**src/rtl/crc_byte_feeder_pkg.sv**
```systemverilog
// Shared definitions for the CRC byte feeder: default sizes, the FIFO entry
// layout and the pointer-width helper.
package crc_byte_feeder_pkg;

    // Default FIFO depth (power of two, 2..16) and frame counter width.
    localparam int DEPTH_DEF = 8;
    localparam int CNT_W_DEF = 16;

    // One stored entry: end-of-frame mark above the data byte.
    localparam int ENTRY_W = 9;

    typedef struct packed {
        logic       last;
        logic [7:0] data;
    } fifo_entry_t;

    // Pointer width for a FIFO of the given depth.
    function automatic int ptr_width(input int depth);
        return $clog2(depth);
    endfunction

endpackage

```
**src/rtl/crc_byte_feeder_byte_fifo.sv**
```systemverilog
// Byte FIFO with per-entry end-of-frame mark, registered full flag and a
// sticky overflow flag for writes dropped while full.
module byte_fifo
    import crc_byte_feeder_pkg::*;
#(
    parameter int DEPTH = DEPTH_DEF
) (
    input  logic        clk_i,
    input  logic        rst_i,
    input  logic        flush_i,
    input  logic        wr_en_i,
    input  fifo_entry_t wr_entry_i,
    input  logic        rd_ready_i,
    input  logic        clr_overflow_i,
    output logic        full_o,
    output logic        valid_o,
    output fifo_entry_t head_o,
    output logic        pop_o,
    output logic        overflow_o
);

    localparam int PTR_W = ptr_width(DEPTH);
    localparam logic [PTR_W:0] FULL_CNT = (PTR_W + 1)'(DEPTH);

    logic [ENTRY_W-1:0] mem_q [DEPTH];
    logic [PTR_W-1:0]   wr_ptr_q, wr_ptr_d;
    logic [PTR_W-1:0]   rd_ptr_q, rd_ptr_d;
    logic [PTR_W:0]     count_q, count_d;
    logic               full_q, full_d;
    logic               ovf_q, ovf_d;
    logic               push, pop, drop;

    // Transfer qualification; full is the registered flag, so a pop in the
    // same cycle never rescues a write into a full FIFO. Flush masks both.
    always_comb begin
        push = wr_en_i && !full_q && !flush_i;
        pop  = (count_q != '0) && rd_ready_i && !flush_i;
        drop = wr_en_i && full_q && !flush_i;
    end

    // Next-state for pointers, occupancy, full and overflow.
    always_comb begin
        wr_ptr_d = wr_ptr_q;
        rd_ptr_d = rd_ptr_q;
        count_d  = count_q;
        if (flush_i) begin
            wr_ptr_d = '0;
            rd_ptr_d = '0;
            count_d  = '0;
        end else begin
            if (push) wr_ptr_d = wr_ptr_q + PTR_W'(1);
            if (pop)  rd_ptr_d = rd_ptr_q + PTR_W'(1);
            case ({push, pop})
                2'b10:   count_d = count_q + (PTR_W + 1)'(1);
                2'b01:   count_d = count_q - (PTR_W + 1)'(1);
                default: count_d = count_q;
            endcase
        end
        full_d = (count_d == FULL_CNT);
        // A drop in the same cycle as a clear keeps the flag set.
        if (drop)                ovf_d = 1'b1;
        else if (clr_overflow_i) ovf_d = 1'b0;
        else                     ovf_d = ovf_q;
    end

    // State registers; reset also clears storage so the head reads zero.
    always_ff @(posedge clk_i) begin
        if (rst_i) begin
            wr_ptr_q <= '0;
            rd_ptr_q <= '0;
            count_q  <= '0;
            full_q   <= 1'b0;
            ovf_q    <= 1'b0;
            for (int i = 0; i < DEPTH; i++) mem_q[i] <= '0;
        end else begin
            wr_ptr_q <= wr_ptr_d;
            rd_ptr_q <= rd_ptr_d;
            count_q  <= count_d;
            full_q   <= full_d;
            ovf_q    <= ovf_d;
            if (push) mem_q[wr_ptr_q] <= wr_entry_i;
        end
    end

    // Head is read straight out of storage; no bypass from the write side.
    always_comb begin
        valid_o    = (count_q != '0);
        head_o     = fifo_entry_t'(mem_q[rd_ptr_q]);
        pop_o      = pop;
        full_o     = full_q;
        overflow_o = ovf_q;
    end

endmodule

```
**src/rtl/crc_byte_feeder.sv**
```systemverilog
// Byte-stream buffer in front of the CRC-32 compute port: queues producer
// bytes, presents them on valid/ready, and measures completed frame lengths.
module crc_byte_feeder
    import crc_byte_feeder_pkg::*;
#(
    parameter int DEPTH = DEPTH_DEF,
    parameter int CNT_W = CNT_W_DEF
) (
    input  logic             clk_i,
    input  logic             rst_i,
    input  logic             wr_en_i,
    input  logic [7:0]       wr_data_i,
    input  logic             wr_last_i,
    output logic             wr_full_o,
    input  logic             flush_i,
    output logic             out_valid_o,
    output logic [7:0]       out_data_o,
    output logic             out_last_o,
    input  logic             out_ready_i,
    output logic [CNT_W-1:0] frame_len_o,
    output logic             frame_done_o,
    output logic             overflow_o,
    input  logic             clr_overflow_i
);

    fifo_entry_t      wr_entry;
    fifo_entry_t      head;
    logic             pop;
    logic [CNT_W-1:0] cnt_q, cnt_d, cnt_inc;
    logic [CNT_W-1:0] len_q, len_d;
    logic             done_q, done_d;

    // Pack the producer byte with its frame mark.
    always_comb begin
        wr_entry.last = wr_last_i;
        wr_entry.data = wr_data_i;
    end

    byte_fifo #(
        .DEPTH (DEPTH)
    ) u_fifo (
        .clk_i          (clk_i),
        .rst_i          (rst_i),
        .flush_i        (flush_i),
        .wr_en_i        (wr_en_i),
        .wr_entry_i     (wr_entry),
        .rd_ready_i     (out_ready_i),
        .clr_overflow_i (clr_overflow_i),
        .full_o         (wr_full_o),
        .valid_o        (out_valid_o),
        .head_o         (head),
        .pop_o          (pop),
        .overflow_o     (overflow_o)
    );

    // Frame counter next-state: saturating count of pops, closed out by the
    // pop of a last-marked byte. Flush drops the partial count.
    always_comb begin
        cnt_inc = (cnt_q == '1) ? cnt_q : cnt_q + CNT_W'(1);
        cnt_d   = cnt_q;
        len_d   = len_q;
        done_d  = 1'b0;
        if (flush_i) begin
            cnt_d = '0;
        end else if (pop) begin
            if (head.last) begin
                len_d  = cnt_inc;
                cnt_d  = '0;
                done_d = 1'b1;
            end else begin
                cnt_d = cnt_inc;
            end
        end
    end

    // Frame tracking registers.
    always_ff @(posedge clk_i) begin
        if (rst_i) begin
            cnt_q  <= '0;
            len_q  <= '0;
            done_q <= 1'b0;
        end else begin
            cnt_q  <= cnt_d;
            len_q  <= len_d;
            done_q <= done_d;
        end
    end

    // Output mapping.
    always_comb begin
        out_data_o   = head.data;
        out_last_o   = head.last;
        frame_len_o  = len_q;
        frame_done_o = done_q;
    end

endmodule

```
**config.mk**
```make
export PLATFORM = sky130hd
export DESIGN_NAME = crc_byte_feeder
export DESIGN_NICKNAME = d
export VERILOG_FILES = /design/src/rtl/crc_byte_feeder_pkg.sv /design/src/rtl/crc_byte_feeder_byte_fifo.sv /design/src/rtl/crc_byte_feeder.sv
export SDC_FILE = /design/constraint.sdc
export NUM_CORES = 1
export LEC_CHECK = 0
export CAP_MARGIN = 10
export CORE_AREA = 2 2 107 109
export CTS_CLUSTER_DIAMETER = 60
export DETAILED_ROUTE_END_ITERATION = 16
export DIE_AREA = 0 0 109 111
export PLACE_DENSITY = 0.83
export SYNTH_ARGS = -nofsm -noshare
export SYNTH_HDL_FRONTEND = slang
export SYNTH_SLANG_ARGS = --single-unit
export TNS_END_PERCENT = 20
```
**constraint.sdc**
```tcl
create_clock -name clk_i -period 3.75 [get_ports clk_i]
set_clock_uncertainty 0.1 [all_clocks]
set_input_delay 0.375 -clock clk_i [delete_from_list [all_inputs] [get_ports clk_i]]
set_output_delay 0.375 -clock clk_i [all_outputs]
set_load 0.02 [all_outputs]
```
After elaboration in Yosys (flattened, before gate mapping)
Memories as Yosys holds them, arrays and structs flattened. A register that Yosys moved wholly into a read port is not among the register bits.
Cells that the tools add are included.

cells by class
  add/subtract/negate cells = 5
  equal/unequal tests = 4
  multiplexer cells = 17
  bitwise gates (word level) = 2
  reductions and logical operators = 14

operator list
  operator                 count
  $mux W16                 2
  $add A16 B1 Y16 const B  1
  $eq A16 B16 Y1 const B   1
  $mux W1                  9
  $mux W3                  3
  $mux W9                  1
  $reduce_or A9 Y1         1
  $pmux W4 S2              1
  $add A3 B1 Y3 const B    2
  $logic_and A1 B1 Y1      6
  $add A4 B1 Y4 const B    1
  $eq A4 B4 Y1 const B     1
  $mux W4                  1
  $reduce_bool A4 Y1       1
  $sub A4 B1 Y4 const B    1
  $reduce_and A3 Y1        1
  $reduce_or A3 Y1         1
  $eq A2 B1 Y1 const B     1
  $eq A2 B2 Y1 const B     1
  $logic_not A1 Y1         2
  $not A1 Y1               2
  $reduce_bool A2 Y1       1
  $reduce_or A2 Y1         1

storage, ports and cells
  flip-flop bits (word level) = 45
  memory bits (writable) = 72
  input port bits = 15
  output and inout bits = 29
  logic and storage cells = 51
  memories kept = 1

memories
  memory        words  width  read ports  clocked after memory_dff  write ports  line                             RTL
  u_fifo.mem_q  8      9      1           1                         8            crc_byte_feeder_byte_fifo.sv:25  logic [ENTRY_W-1:0] mem_q [DEPTH];

Longest topological paths before layout
  depth in word-level cells = 8
  mapped depth = 12
  gate-level depth less buffers = 10

By module
From an unflattened synthesis, not the netlist that was laid out.

unflattened totals
  cells, all modules = 498
  area, all modules = 5833.1 sq um

by module, submodules not included
  module           times used  cells an instance  area each (sq um)  sequential area each (sq um)
  byte_fifo        1           270                3976.3             2462.4
  crc_byte_feeder  1           228                1856.8             660.6

Worst setup path before layout
OpenSTA, ideal clock, no wires.

  kind = register to register
  start point = register u_fifo.count_q[0]
  end point = register u_fifo.full_q (netlist: u_fifo.full_o)
  data arrival time = 2809 ps
  required time = 3523 ps
  slack = 714 ps
  stages on the path, launching flop included = 13
  path buffers = 2
  cell sequence = dfxtp_1 > or4_1 > and3b_1 > buf_2 > ha_1 > clkbuf_1 > xor2_1 > ha_1 > a21oi_1 > xor2_1 > or3_1 > a31oi_1 > nor3_1

on the way
  word-level cells in the longest chain between the ends = 7

RTL lines
  element                                       line                             RTL
  from (decl)                                   crc_byte_feeder_byte_fifo.sv:28  logic [PTR_W:0] count_q, count_d;
  from (signal assigned)                        crc_byte_feeder_byte_fifo.sv:78  count_q <= count_d;
  $reduce_bool A4 Y1 (*)                        -
  via out_valid_o                               crc_byte_feeder.sv:16            output logic out_valid_o,
  $logic_and A1 B1 Y1 (*) (2 in series)         crc_byte_feeder_byte_fifo.sv:37  pop = (count_q != '0) && rd_ready_i && !flush_i;
  $eq A2 B1 Y1 or $eq A2 B2 Y1 (tied branches)  crc_byte_feeder_byte_fifo.sv:53  case ({push, pop})
  $pmux W4 S2 (*)                               crc_byte_feeder_byte_fifo.sv:53
  $mux W4 (*)                                   crc_byte_feeder_byte_fifo.sv:46  if (flush_i) begin
  $eq A4 B4 Y1 (*)                              crc_byte_feeder_byte_fifo.sv:59  full_d = (count_d == FULL_CNT);
  to (signal assigned)                          crc_byte_feeder_byte_fifo.sv:79  full_q <= full_d;
  to (decl)                                     crc_byte_feeder_byte_fifo.sv:29  logic full_q, full_d;

The timed path passes the listed nets; every way through them passes the cells marked *.
A chain may end at the register's enable or synchronous reset.

==> summary.md <==
| Metric | Value |
|---|---|
| Status | complete, no violations |
| Hold Fails Final Rpt | 0 |
| Post-cts sizing count | 0 |
| Seq/Total Area, Yosys | 55.2% |
| Most frequent cell after synthesis | and2_1 |
| Layout cells sized above 1 | 14.7% |
| Synth warnings | 0 |
| Die height | 111 um |
| Synth cell count leaders | 75 x and2_1, 72 x edfxtp_1, 48 x dfxtp_1, 38 x nor2_1, 17 x mux4_2 |
| DR pass1 iterations | 5 |
| Syn_nets | 492 |
| H-tree levels | 4 |
| Minimum clock period | 3.08 ns |
| Leak Pwr | 2.45 nW |
| Synth top area share | 38.2% |
| Max_slew headroom | 27.2% |
| Critical path's largest stage delay | 0.58 ns |
| Drt total wl | 12,000 um |
| # hold bufs at CTS | 0 |
| First-pass GRT wire length | 19,700 um |
| CTS sink count | 120 |
| Routed Antenna Nets | 0 |
| Post-CTS Setup Bufs | 0 |
| #FFs+latches synth | 120 |
| Setup crit end kind | primary output |
| DR WL/cell | 17.7 um |
| Asr flop ratio synth | 0% |
| Core Area | 11,100 um^2 |
| Total power | 3.20 mW |
| Met1 WL | 5040 um |
| Worst setup SP type | flip-flop |
| EDFF count, synth | 72 |
| Fin util | 61.3% |
| Max Clk Rate | 0.324 GHz |
| CTS tree | yes |
| Pre-CTS WS | 0.591 ns |
| # rows | 39 |
| CP max stage cell | clkdlybuf4s50_1 |
| Worst path cell trace | buf_4, mux2_2, mux4_2, clkdlybuf4s50_1 |
| Worst Tran Pin Value | 1.09 ns |
| Max_cap viols | 0 |
| Post-route DRC | 0 |
| PD cells | 471 nW/um^2 |
| Worst-path maximum fanout | 20 |
| Routed wl met2 | 6070 um |
| Period Utilization, post-route | 82.2% |
| Vias in the first global route | 3,861 |
| Starting Density | 51.0% |
| Distinct cells, synth | 51 |
| Post-synthesis cell count | 471 |
| Fin. max-slew vios | 0 |
| HP Class | flip-flop to flip-flop |
| CTS buffer count | 17 |
| Placed cell areas | 6210 um^2 |
| Placer Congestion | 0.792 |
| Clk buf depth | 2 |
| CP Class | flip-flop to primary output |
| Root Driver | clkbuf_16 |
| Routed wl met3 | 618 um |
| Starting DRC count in detailed routing | 234 |
| Area grow syn2layout | 20.2% |
| Max Used Layer | met4 |
| Post-synth top area cell | edfxtp_1 |
| Port Buf Inserts | 43 |
| Synthesized area per cell | 12.0 um^2 |
| Synthesized area | 5650 um^2 |
| GRT Total Usage | 21.6% |
| Die ar. | 12,100 um^2 |
| CP Data Required Time | 3.27 ns |
| Post-route setup slack | 0.666 ns |
| Die width | 109 um |
| Post-route cell area | 6790 um^2 |
| Initial antenna violation count | 0 |
| Gr ovfl total | 0 |
| Final setup viols | 0 |
| Largest net degree at the start of global routing | 31 |
| Vias per cell | 5.66 |
| Clock latency on the worst-skew pair | 0.41 ns |
| ANT cells | 0 |
| Via Count | 3,822 |
| Worst-path clk slew | 0.05 ns |
| Critical path arrival | 2.61 ns |
| Worst IR Drop VDD | 332 uV |
| Setup tns final | 0 ns |
| Final #Nets | 541 |
| RSZ-0062 raised after global routing | no |
| Hpwl dp | 8030 um |
| Io pins | 44 |
| Area contributors post-synth | edfxtp_1 38%, dfxtp_1 17%, and2_1 8.3% |
| Most used DFF post-synth | edfxtp_1 |
[placed cells by master, fill, tap and decap left out, types with 3 or more instances in the layout]
master | synthesis | layout
nor3_1 | 6 | 6
mux2i_1 | 11 | 11
mux4_2 | 17 | 17
clkdlybuf4s50_1 | 0 | 43
a21o_1 | 7 | 7
and2_1 | 75 | 75
nand4_1 | 4 | 4
nor2_1 | 38 | 38
or2_2 | 9 | 9
clkinvlp_4 | 0 | 4
nand3_1 | 14 | 14
a211oi_1 | 9 | 9
o21ai_1 | 10 | 10
or3_1 | 5 | 5
buf_4 | 1 | 8
and3_1 | 3 | 3
a311oi_1 | 3 | 3
nand2_1 | 16 | 16
ha_1 | 6 | 6
clkbuf_16 | 0 | 17
a21oi_1 | 15 | 15
xnor2_1 | 10 | 10
mux2_2 | 9 | 9
nor4_1 | 3 | 3
a31oi_1 | 3 | 3
xor2_1 | 9 | 9
o21ai_0 | 3 | 3
nand2b_1 | 6 | 6
dfxtp_1 | 48 | 48
edfxtp_1 | 72 | 72
nor2b_1 | 5 | 5
mux2_4 | 3 | 3
bufinv_16 | 0 | 3
inv_1 | 10 | 10
[state kept, by name, summed over array words and instances, names as in the netlist, named ones only]
register / count
u_fifo.mem_q: 72
cnt_q: 16
frame_len_o: 16
u_fifo.count_q: 4
u_fifo.rd_ptr_q: 3
u_fifo.wr_ptr_q: 3
frame_done_o: 1
u_fifo.full_o: 1
u_fifo.overflow_o: 1
[cell type report]
cell class	count	area (um^2)
clock buffers	18	429
clock inverters	13	155
fillers	870	4280
inverters	10	37.5
multi-input cells	320	2380
flip-flops and latches	120	3120
well taps	143	179
repair buffers	51	490
[path summary, 6_finish.rpt]
check	endpoint	depth (start not counted)	startpoint	slack, ns
setup / recovery	out_last_o	4	flip-flop	0.67
hold / removal	u_fifo.overflow_o	2	u_fifo.overflow_o	0.38
setup reg to reg	u_fifo.full_o	10	u_fifo.count_q[0]	0.68
hold reg to reg	u_fifo.overflow_o	2	u_fifo.overflow_o	0.38
[critical path: cells and delay by family (launching register included)]
family / cells / cell delay [ns]
mux: 2 / 0.94
buf+inv: 2 / 0.93
flops: 1 / 0.31
[kinds of logic after synthesis]
logic type	after synthesis	share of synthesized area (%)
adders and majority gates	6	1.33
AOI/OAI and AO/OA	58	6.57
and+or+nand+nor	197	19.9
muxes	40	11.3
buffers and inverters	31	2.68
DFF	120	55.2
xor gates and xnor gates	19	2.94
[through the flow]
stage                     hold WS (ns)  instances
after floorplan                  0.354        471
after global placement           0.357        644
after detailed placement         0.370        644
after CTS                        0.381        675
after global routing             0.409        675
final                            0.378        675
[power by group]
| part | internal [mW] | switching [mW] |
|---|---|---|
| clock | 1.03 | 0.574 |
| sequential | 1.43 | 0.0120 |
| combinational | 0.0679 | 0.0829 |
[per-layer routing]
layer  vias up  global-route usage (%)
met5         -                       0
met4         0                    8.46
met3        19                    5.53
met2       115                    34.9
met1      1877                    27.6
li1       1811                       -
No activity file was read; power rests on OpenSTA's default activity.
